`config.mk`:
```
export PLATFORM = sky130hd
export DESIGN_NAME = multicycle_control_flat
export DESIGN_NICKNAME = d
export VERILOG_FILES = /design/src/rtl/multicycle_control_if.sv /design/src/rtl/multicycle_control.sv /design/src/flat_wrapper.sv
export SDC_FILE = /design/constraint.sdc
export NUM_CORES = 1
export LEC_CHECK = 0
export ABC_AREA = 1
export CELL_PAD_IN_SITES_DETAIL_PLACEMENT = 0
export CELL_PAD_IN_SITES_GLOBAL_PLACEMENT = 1
export CORE_ASPECT_RATIO = 1.1
export CORE_MARGIN = 1.5
export CORE_UTILIZATION = 30
export CTS_CLUSTER_SIZE = 12
export DETAILED_ROUTE_END_ITERATION = 10
export GPL_TIMING_DRIVEN = 0
export PLACE_DENSITY = 0.67
export SYNTH_ARGS = -nofsm -noshare
export SYNTH_HDL_FRONTEND = slang
export SYNTH_SLANG_ARGS = --single-unit
```
`constraint.sdc`:
```
create_clock -name clk -period 6.8 [get_ports clk]
set_clock_uncertainty 0.15 [all_clocks]
set_input_delay 1.7 -clock clk [delete_from_list [all_inputs] [get_ports clk]]
set_output_delay 1.7 -clock clk [all_outputs]
set_load 0.005 [all_outputs]
```
`src/rtl/multicycle_control_if.sv`:
```
// Handshake and strobe bundle between the multi-cycle sequencer and the RV32I datapath.
interface multicycle_control_if #(
    parameter int unsigned CNT_W = 32
);
    logic [6:0]       op;
    logic             mem_ready;
    logic             branch_taken;
    logic             mem_read;
    logic             mem_write;
    logic             addr_sel;
    logic             ir_write;
    logic             reg_write;
    logic             pc_write;
    logic [1:0]       pc_src;
    logic [2:0]       state;
    logic             trap;
    logic [1:0]       trap_cause;
    logic [CNT_W-1:0] instret;

    // Sequencer side: consumes opcode and memory/ALU status, drives strobes.
    modport master (
        input  op, mem_ready, branch_taken,
        output mem_read, mem_write, addr_sel, ir_write, reg_write, pc_write,
        output pc_src, state, trap, trap_cause, instret
    );

    // Datapath side: supplies opcode and status, obeys strobes.
    modport slave (
        output op, mem_ready, branch_taken,
        input  mem_read, mem_write, addr_sel, ir_write, reg_write, pc_write,
        input  pc_src, state, trap, trap_cause, instret
    );
endinterface

```
`src/rtl/multicycle_control.sv`:
```
// FETCH/DECODE/EXEC/MEM/WB sequencer for the RV32I core with memory timeout,
// illegal-opcode trap and retired-instruction counter.
module multicycle_control #(
    parameter int unsigned TIMEOUT = 16,
    parameter int unsigned CNT_W   = 32
) (
    input logic                  clk,
    input logic                  rst,
    multicycle_control_if.master bus
);
    localparam int unsigned WAIT_W = (TIMEOUT > 1) ? $clog2(TIMEOUT) : 1;

    localparam logic [6:0] OP_R      = 7'b0110011;
    localparam logic [6:0] OP_I_IMM  = 7'b0010011;
    localparam logic [6:0] OP_LOAD   = 7'b0000011;
    localparam logic [6:0] OP_STORE  = 7'b0100011;
    localparam logic [6:0] OP_BRANCH = 7'b1100011;
    localparam logic [6:0] OP_JAL    = 7'b1101111;
    localparam logic [6:0] OP_JALR   = 7'b1100111;
    localparam logic [6:0] OP_LUI    = 7'b0110111;
    localparam logic [6:0] OP_AUIPC  = 7'b0010111;

    typedef enum logic [2:0] {
        S_FETCH  = 3'd0,
        S_DECODE = 3'd1,
        S_EXEC   = 3'd2,
        S_MEM    = 3'd3,
        S_WB     = 3'd4,
        S_TRAP   = 3'd7
    } state_t;

    state_t           state_q, state_d;
    logic [6:0]       op_q;
    logic [WAIT_W-1:0] wait_cnt_q;
    logic [CNT_W-1:0] instret_q;
    logic             trap_q;
    logic [1:0]       trap_cause_q, trap_cause_d;

    logic             mem_read, mem_write, addr_sel, ir_write, reg_write, pc_write;
    logic [1:0]       pc_src;
    logic             op_legal;
    logic             timeout_hit;
    logic             waiting;

    // Opcode legality check on the live IR value, used only in DECODE.
    always_comb begin
        op_legal = 1'b0;
        case (bus.op)
            OP_R, OP_I_IMM, OP_LOAD, OP_STORE, OP_BRANCH,
            OP_JAL, OP_JALR, OP_LUI, OP_AUIPC: op_legal = 1'b1;
            default:                           op_legal = 1'b0;
        endcase
    end

    assign waiting     = ((state_q == S_FETCH) || (state_q == S_MEM)) && !bus.mem_ready;
    assign timeout_hit = (TIMEOUT > 0) && (wait_cnt_q == WAIT_W'(TIMEOUT - 1));

    // Next-state and strobe decode; strobes are squashed while reset is held.
    always_comb begin
        state_d      = state_q;
        trap_cause_d = trap_cause_q;
        mem_read     = 1'b0;
        mem_write    = 1'b0;
        addr_sel     = 1'b0;
        ir_write     = 1'b0;
        reg_write    = 1'b0;
        pc_write     = 1'b0;
        pc_src       = 2'd0;
        case (state_q)
            S_FETCH: begin
                mem_read = 1'b1;
                if (bus.mem_ready) begin
                    ir_write = 1'b1;
                    state_d  = S_DECODE;
                end else if (timeout_hit) begin
                    state_d      = S_TRAP;
                    trap_cause_d = 2'd2;
                end
            end
            S_DECODE: begin
                if (op_legal) begin
                    state_d = S_EXEC;
                end else begin
                    state_d      = S_TRAP;
                    trap_cause_d = 2'd1;
                end
            end
            S_EXEC: begin
                if ((op_q == OP_LOAD) || (op_q == OP_STORE)) begin
                    state_d = S_MEM;
                end else if (op_q == OP_BRANCH) begin
                    pc_write = 1'b1;
                    pc_src   = bus.branch_taken ? 2'd1 : 2'd0;
                    state_d  = S_FETCH;
                end else begin
                    state_d = S_WB;
                end
            end
            S_MEM: begin
                addr_sel  = 1'b1;
                mem_read  = (op_q == OP_LOAD);
                mem_write = (op_q == OP_STORE);
                if (bus.mem_ready) begin
                    if (op_q == OP_STORE) begin
                        pc_write = 1'b1;
                        state_d  = S_FETCH;
                    end else begin
                        state_d = S_WB;
                    end
                end else if (timeout_hit) begin
                    state_d      = S_TRAP;
                    trap_cause_d = 2'd2;
                end
            end
            S_WB: begin
                reg_write = 1'b1;
                pc_write  = 1'b1;
                if (op_q == OP_JAL) begin
                    pc_src = 2'd1;
                end else if (op_q == OP_JALR) begin
                    pc_src = 2'd2;
                end
                state_d = S_FETCH;
            end
            S_TRAP: begin
                state_d = S_TRAP;
            end
            default: begin
                state_d = S_FETCH;
            end
        endcase
        if (rst) begin
            mem_read  = 1'b0;
            mem_write = 1'b0;
            ir_write  = 1'b0;
            reg_write = 1'b0;
            pc_write  = 1'b0;
        end
    end

    // State, opcode latch, wait counter, retire counter and sticky trap.
    always_ff @(posedge clk or posedge rst) begin
        if (rst) begin
            state_q      <= S_FETCH;
            op_q         <= 7'd0;
            wait_cnt_q   <= '0;
            instret_q    <= '0;
            trap_q       <= 1'b0;
            trap_cause_q <= 2'd0;
        end else begin
            state_q      <= state_d;
            trap_cause_q <= trap_cause_d;
            if (state_q == S_DECODE) begin
                op_q <= bus.op;
            end
            wait_cnt_q <= waiting ? (wait_cnt_q + WAIT_W'(1)) : '0;
            if (pc_write) begin
                instret_q <= instret_q + CNT_W'(1);
            end
            if (state_d == S_TRAP) begin
                trap_q <= 1'b1;
            end
        end
    end

    assign bus.mem_read   = mem_read;
    assign bus.mem_write  = mem_write;
    assign bus.addr_sel   = addr_sel;
    assign bus.ir_write   = ir_write;
    assign bus.reg_write  = reg_write;
    assign bus.pc_write   = pc_write;
    assign bus.pc_src     = pc_src;
    assign bus.state      = state_q;
    assign bus.trap       = trap_q;
    assign bus.trap_cause = trap_cause_q;
    assign bus.instret    = instret_q;
endmodule

```
`src/flat_wrapper.sv`:
```
// flat-port wrapper written by rule: the top's interface ports become plain ports
module multicycle_control_flat 
#(
    parameter int unsigned TIMEOUT = 16,
    parameter int unsigned CNT_W   = 32
)
  (clk, rst, bus_op, bus_mem_ready, bus_branch_taken, bus_mem_read, bus_mem_write, bus_addr_sel, bus_ir_write, bus_reg_write, bus_pc_write, bus_pc_src, bus_state, bus_trap, bus_trap_cause, bus_instret);
  multicycle_control_if #(.CNT_W(CNT_W)) bus_i ();
  input logic clk;
  input logic rst;
  input wire logic [$bits(bus_i.op)-1:0] bus_op;
  input wire logic [$bits(bus_i.mem_ready)-1:0] bus_mem_ready;
  input wire logic [$bits(bus_i.branch_taken)-1:0] bus_branch_taken;
  output wire logic [$bits(bus_i.mem_read)-1:0] bus_mem_read;
  output wire logic [$bits(bus_i.mem_write)-1:0] bus_mem_write;
  output wire logic [$bits(bus_i.addr_sel)-1:0] bus_addr_sel;
  output wire logic [$bits(bus_i.ir_write)-1:0] bus_ir_write;
  output wire logic [$bits(bus_i.reg_write)-1:0] bus_reg_write;
  output wire logic [$bits(bus_i.pc_write)-1:0] bus_pc_write;
  output wire logic [$bits(bus_i.pc_src)-1:0] bus_pc_src;
  output wire logic [$bits(bus_i.state)-1:0] bus_state;
  output wire logic [$bits(bus_i.trap)-1:0] bus_trap;
  output wire logic [$bits(bus_i.trap_cause)-1:0] bus_trap_cause;
  output wire logic [$bits(bus_i.instret)-1:0] bus_instret;
  assign bus_i.op = bus_op;
  assign bus_i.mem_ready = bus_mem_ready;
  assign bus_i.branch_taken = bus_branch_taken;
  assign bus_mem_read = bus_i.mem_read;
  assign bus_mem_write = bus_i.mem_write;
  assign bus_addr_sel = bus_i.addr_sel;
  assign bus_ir_write = bus_i.ir_write;
  assign bus_reg_write = bus_i.reg_write;
  assign bus_pc_write = bus_i.pc_write;
  assign bus_pc_src = bus_i.pc_src;
  assign bus_state = bus_i.state;
  assign bus_trap = bus_i.trap;
  assign bus_trap_cause = bus_i.trap_cause;
  assign bus_instret = bus_i.instret;
  multicycle_control #(.TIMEOUT(TIMEOUT), .CNT_W(CNT_W)) u_core (.clk(clk), .rst(rst), .bus(bus_i));
endmodule
```
# Word level (Yosys, flattened, before mapping)
# Index checks and enable logic that the tools add are counted.
# op_classes
n_addsub	2
n_eq_ne	24
mux	36
n_reduce_logical	9
# ops
op	count
$eq A7 B7 Y1 const B	6
$add A32 B1 Y32 const B	1
$eq A7 B6 Y1 const B	4
$mux W3	7
$mux W1	16
$pmux W3 S5	1
$eq A7 B2 Y1 const B	2
$eq A7 B5 Y1 const B	2
$mux W2	7
$eq A3 B3 Y1 const B	3
$reduce_or A9 Y1	1
$pmux W2 S2	2
$eq A3 B2 Y1 const B	2
$add A4 B1 Y4 const B	1
$eq A4 B4 Y1 const B	1
$mux W4	1
$ne A2 B2 Y1 const B	2
$reduce_and A4 Y1	1
$eq A3 B1 Y1 const B	1
$logic_not A3 Y1	1
$pmux W1 S3	1
$logic_or A1 B1 Y1	2
$ne A2 B1 Y1 const B	1
$pmux W1 S2	1
other kinds (4)	4
# totals
ff_bits	49
inputBits	11
output_inout_bits	46
word_cells	77

# Longest topological paths before layout
# Gate-level depths: netlist of the first run.
# logic_depth
word_depth	6
depth_mapped	10
mapped_depth_nobuf	10

# Worst setup path before layout of the first run
# Ideal clock, no wire load.
# synth_timing
path_kind	input-to-output
start	in rst
end	out bus_mem_write
arrival_time_ns	3.122
required_time_ns	4.950
path_slack_ns	1.828
path_stages	3
path_buffers	0
path_cell_list	inv_1 nand2_1 nor4_1
# synth_via
elab_chain_cells	1
# synth_rtl
element	line_no	rtl
start: declaration	flat_wrapper.sv:10	input logic rst;
$mux W1	multicycle_control.sv:132	if (rst) begin
end: declaration	flat_wrapper.sv:15	output wire logic [$bits(bus_i.mem_write)-1:0] bus_mem_write;
# No other way between the ends.

# Worst setup path after layout of the first run
# Ends and elaborated chain as after synthesis.

==> results of run 1 <==
[per-stage QoR]
step | area [um2] | hold slack [ns] | std cells | total power, uW | setup WS (ns)
global route | 3900 | 0.344 | 645 | 523 | 0.794
CTS | 3900 | 0.315 | 645 | 509 | 0.962
floorplan | 3080 | 0.283 | 461 | 310 | 1.83
detailed placement | 3810 | 0.302 | 638 | 325 | 0.981
global placement | 3790 | 0.296 | 637 | 323 | 0.0532
finish | 3900 | 0.309 | 645 | 498 | 1.02
[where the power goes]
part	switching, uW	internal [uW]
combinational	12.1	11.0
sequential	2.35	293
clock	98.5	81.1
total	113	385
[synth_stat cells (3+ instances only)]
cell type	count	area, um2
sky130_fd_sc_hd__nand3b_1	16	120
sky130_fd_sc_hd__xnor2_1	5	43.8
sky130_fd_sc_hd__nor2_4	4	45.0
sky130_fd_sc_hd__inv_1	26	97.6
sky130_fd_sc_hd__nand3_1	17	85.1
sky130_fd_sc_hd__o21ai_0	9	45.0
sky130_fd_sc_hd__nor2_1	63	236
sky130_fd_sc_hd__nor3_1	3	15.0
sky130_fd_sc_hd__dfrtp_1	49	1230
sky130_fd_sc_hd__o21ai_1	4	20.0
sky130_fd_sc_hd__a21oi_1	4	20.0
sky130_fd_sc_hd__nand2_1	227	852
sky130_fd_sc_hd__nand2_2	4	25.0
sky130_fd_sc_hd__xor2_1	11	96.3
[registers in the layout, summed over array words and instances, names as in the netlist]
name and cells:
u_core.bus.trap 1, u_core.bus.trap_cause 2, u_core.bus.instret 32, u_core.wait_cnt_q 4, u_core.op_q 7, u_core.bus.state 3
[worst max-delay path, cell delays in order]
cell                              delay (ns)
sky130_fd_sc_hd__clkdlybuf4s50_1        0.55
sky130_fd_sc_hd__inv_2                  0.47
sky130_fd_sc_hd__buf_12                 0.27
sky130_fd_sc_hd__nand2_1                0.07
sky130_fd_sc_hd__nor4_1                 0.28
sky130_fd_sc_hd__clkdlybuf4s50_1        0.58
[worst max path at each step]
stage	from	to	depth (start not counted)
floorplan	rst	bus_mem_write	3
finish	rst	bus_mem_write	6
global placement	rst	bus_mem_write	5
CTS	rst	bus_mem_write	6
global route	rst	bus_mem_write	6
detailed placement	rst	bus_mem_write	6
[kinds of logic after synthesis]
group	synth area share (%)
AOI/OAI and AO/OA	3.17
DFF	39.8
and+or+nand+nor	46.7
buffers and inverters	4.92
xor gates and xnor gates	4.55
adders and majority gates	0.813
[routing by layer]
layer	vias up	routed length (um)	GRT usage, %
met4	0	222	5.94
met2	72	4050	30.4
met3	13	315	2.69
met5	-	0	0
met1	1383	3920	20.8
li1	1567	-	-
[area by class of cell]
| cell class | count | area [um2] |
|---|---|---|
| Sequential cell | 49 | 1230 |
| Timing Repair Buffer | 57 | 581 |
| Tap cell | 120 | 150 |
| Buffer | 5 | 42.5 |
| Fill cell | 1078 | 6040 |
| Inverter | 29 | 109 |
| Multi-Input combinational cell | 378 | 1700 |
| Clock buffer | 7 | 86.3 |
[cells in the final DEF (no fill, tap or decap), drive strengths merged, types with 5 or more instances in the layout]
cell type,instances
buf,6
nor2,69
clkdlybuf4s50,56
nand3,18
xnor2,5
xor2,11
nand2,231
dfrtp,49
inv,28
nand3b,16
o21ai,13
clkbuf,7
==> run summary, run 1 <==
================================================================================
Run status                                                          finished clean
Number of routed nets with antenna violations                                  0
Setup repair after global routing missed its margin                           no
Critical Path Fanout Max                                                      29
Kind of critical path                                                  in -> out
Net count reported at finish                                                 538
Hpwl dp                                                                  6760 um
Pin count of the biggest net entering global routing                          30
Final Hold Fails                                                               0
Post-synth top flop                                                 sky130_fd_sc_hd__dfrtp_1
Instance count of the mapped netlist                                         461
Hold Path Cell Cnt                                                             1
Area of the die                                                       10,900 um2
Power per unit of standard cell area                                  128 nW/um2
Number of library cell types mapped by synthesis                              26
Synth Warn #                                                                   0
Mean post-synth cell area                                               6.68 um2
Number of clock buffers inserted by TritonCTS                                  5
Reg-to-reg critical path startpoint                                 u_core.bus.instret[0]
Root buf cell                                                       sky130_fd_sc_hd__clkbuf_8
Worst vdd ir                                                           0.0867 mV
Placeable Area                                                          9940 um2
Via count                                                                  3,035
Detail-routed net length per standard cell                               13.2 um
Number of synthesized flops with an enable pin                                 0
FF-to-FF path depth                                                           10
Initial antenna violation count                                                0
Synthesized area                                                        3080 um2
Fraction of final layout cells with drive strength greater than 1          5.33%
Final setup viols                                                              0
Worst Hold Class                                                      reg -> reg
WP data arrival                                                          3.93 ns
Global route total overflow                                                    0
Min cycle time layout                                                    5.78 ns
Fmax                                                                     173 MHz
Worst min-delay path endpoint                                       u_core.wait_cnt_q[0]
Number of port buffers                                                        56
Category of the worst setup path launch point                       primary input
# clock sinks                                                                 49
Post-CTS Setup Inserts                                                         0
Antenna fix cells                                                              0
Height of the die                                                         109 um
Register-to-register setup slack                                         4.78 ns
Core utilization of the finished layout                                    39.2%
CTS H-tree lvls                                                                2
Number of iterations in the first detailed-routing pass                        4
Area growth, synth to finish                                               26.5%
Placer Congestion                                                          0.857
Total Routed Length                                                      8510 um
Headroom to the max-slew limit                                             65.1%
Count of maximum capacitance violations                                        0
Via count of the first global-routing pass                                 3,028
Number of pins with negative max-slew slack in the final report                0
Effective utilization at floorplan                                         31.0%
Reported leakage power                                                0.00180 uW
Number of DRC violations after detailed-routing iteration 0                   90
Synthesized net count                                                        474
Capturing element type of the critical path                           output pin
I/O pin cnt                                                                   57
Global router's overall resource usage                                     17.0%
Share of the clock period used by the worst path after layout              84.9%
CTS Buffer Depth                                                               2
DR DRC count                                                                   0
Insertion delay to the later sink of the worst-skew pair                 0.30 ns
Data required time at the worst endpoint                                 4.95 ns
Clock tree from TritonCTS                                                    yes
Tightest Pin Transition                                                 0.522 ns
Sequential cell area fraction in the yosys report                          39.8%
CTS clk-pin slew, worst paths                                            0.09 ns
Total negative slack                                                        0 ns
Hold buffer count at CTS                                                       0
FF+latch count, synth                                                         49
Resize count post-CTS                                                          0
Worst Min Path Start                                                u_core.wait_cnt_q[0]
RR Endpoint                                                         u_core.bus.instret[28]
Die width                                                                99.6 um
Global-route wire length before repair                                 14,600 um
Number of placement rows                                                      38
Number of vias per cell after detailed routing                              4.71
Asr flop ratio synth                                                        100%
================================================================================
Note: power is estimated with default switching activity, not from simulation.
==> run 2, diff against run 1 <==
Clock period 6.8 ns to 5.35 ns, I/O delays scaled along.
==> results of run 2 <==
The final DEF is identical to that of run 1. Status: finished clean.
Among the figures that moved: setup slack after placement 0.981 ns -> 0.256 ns; setup slack after layout 1.02 ns -> 0.299 ns; register-to-register setup slack 4.78 ns -> 3.33 ns; total power 498 uW -> 633 uW; worst IR drop on VDD 0.0867 mV -> 0.110 mV
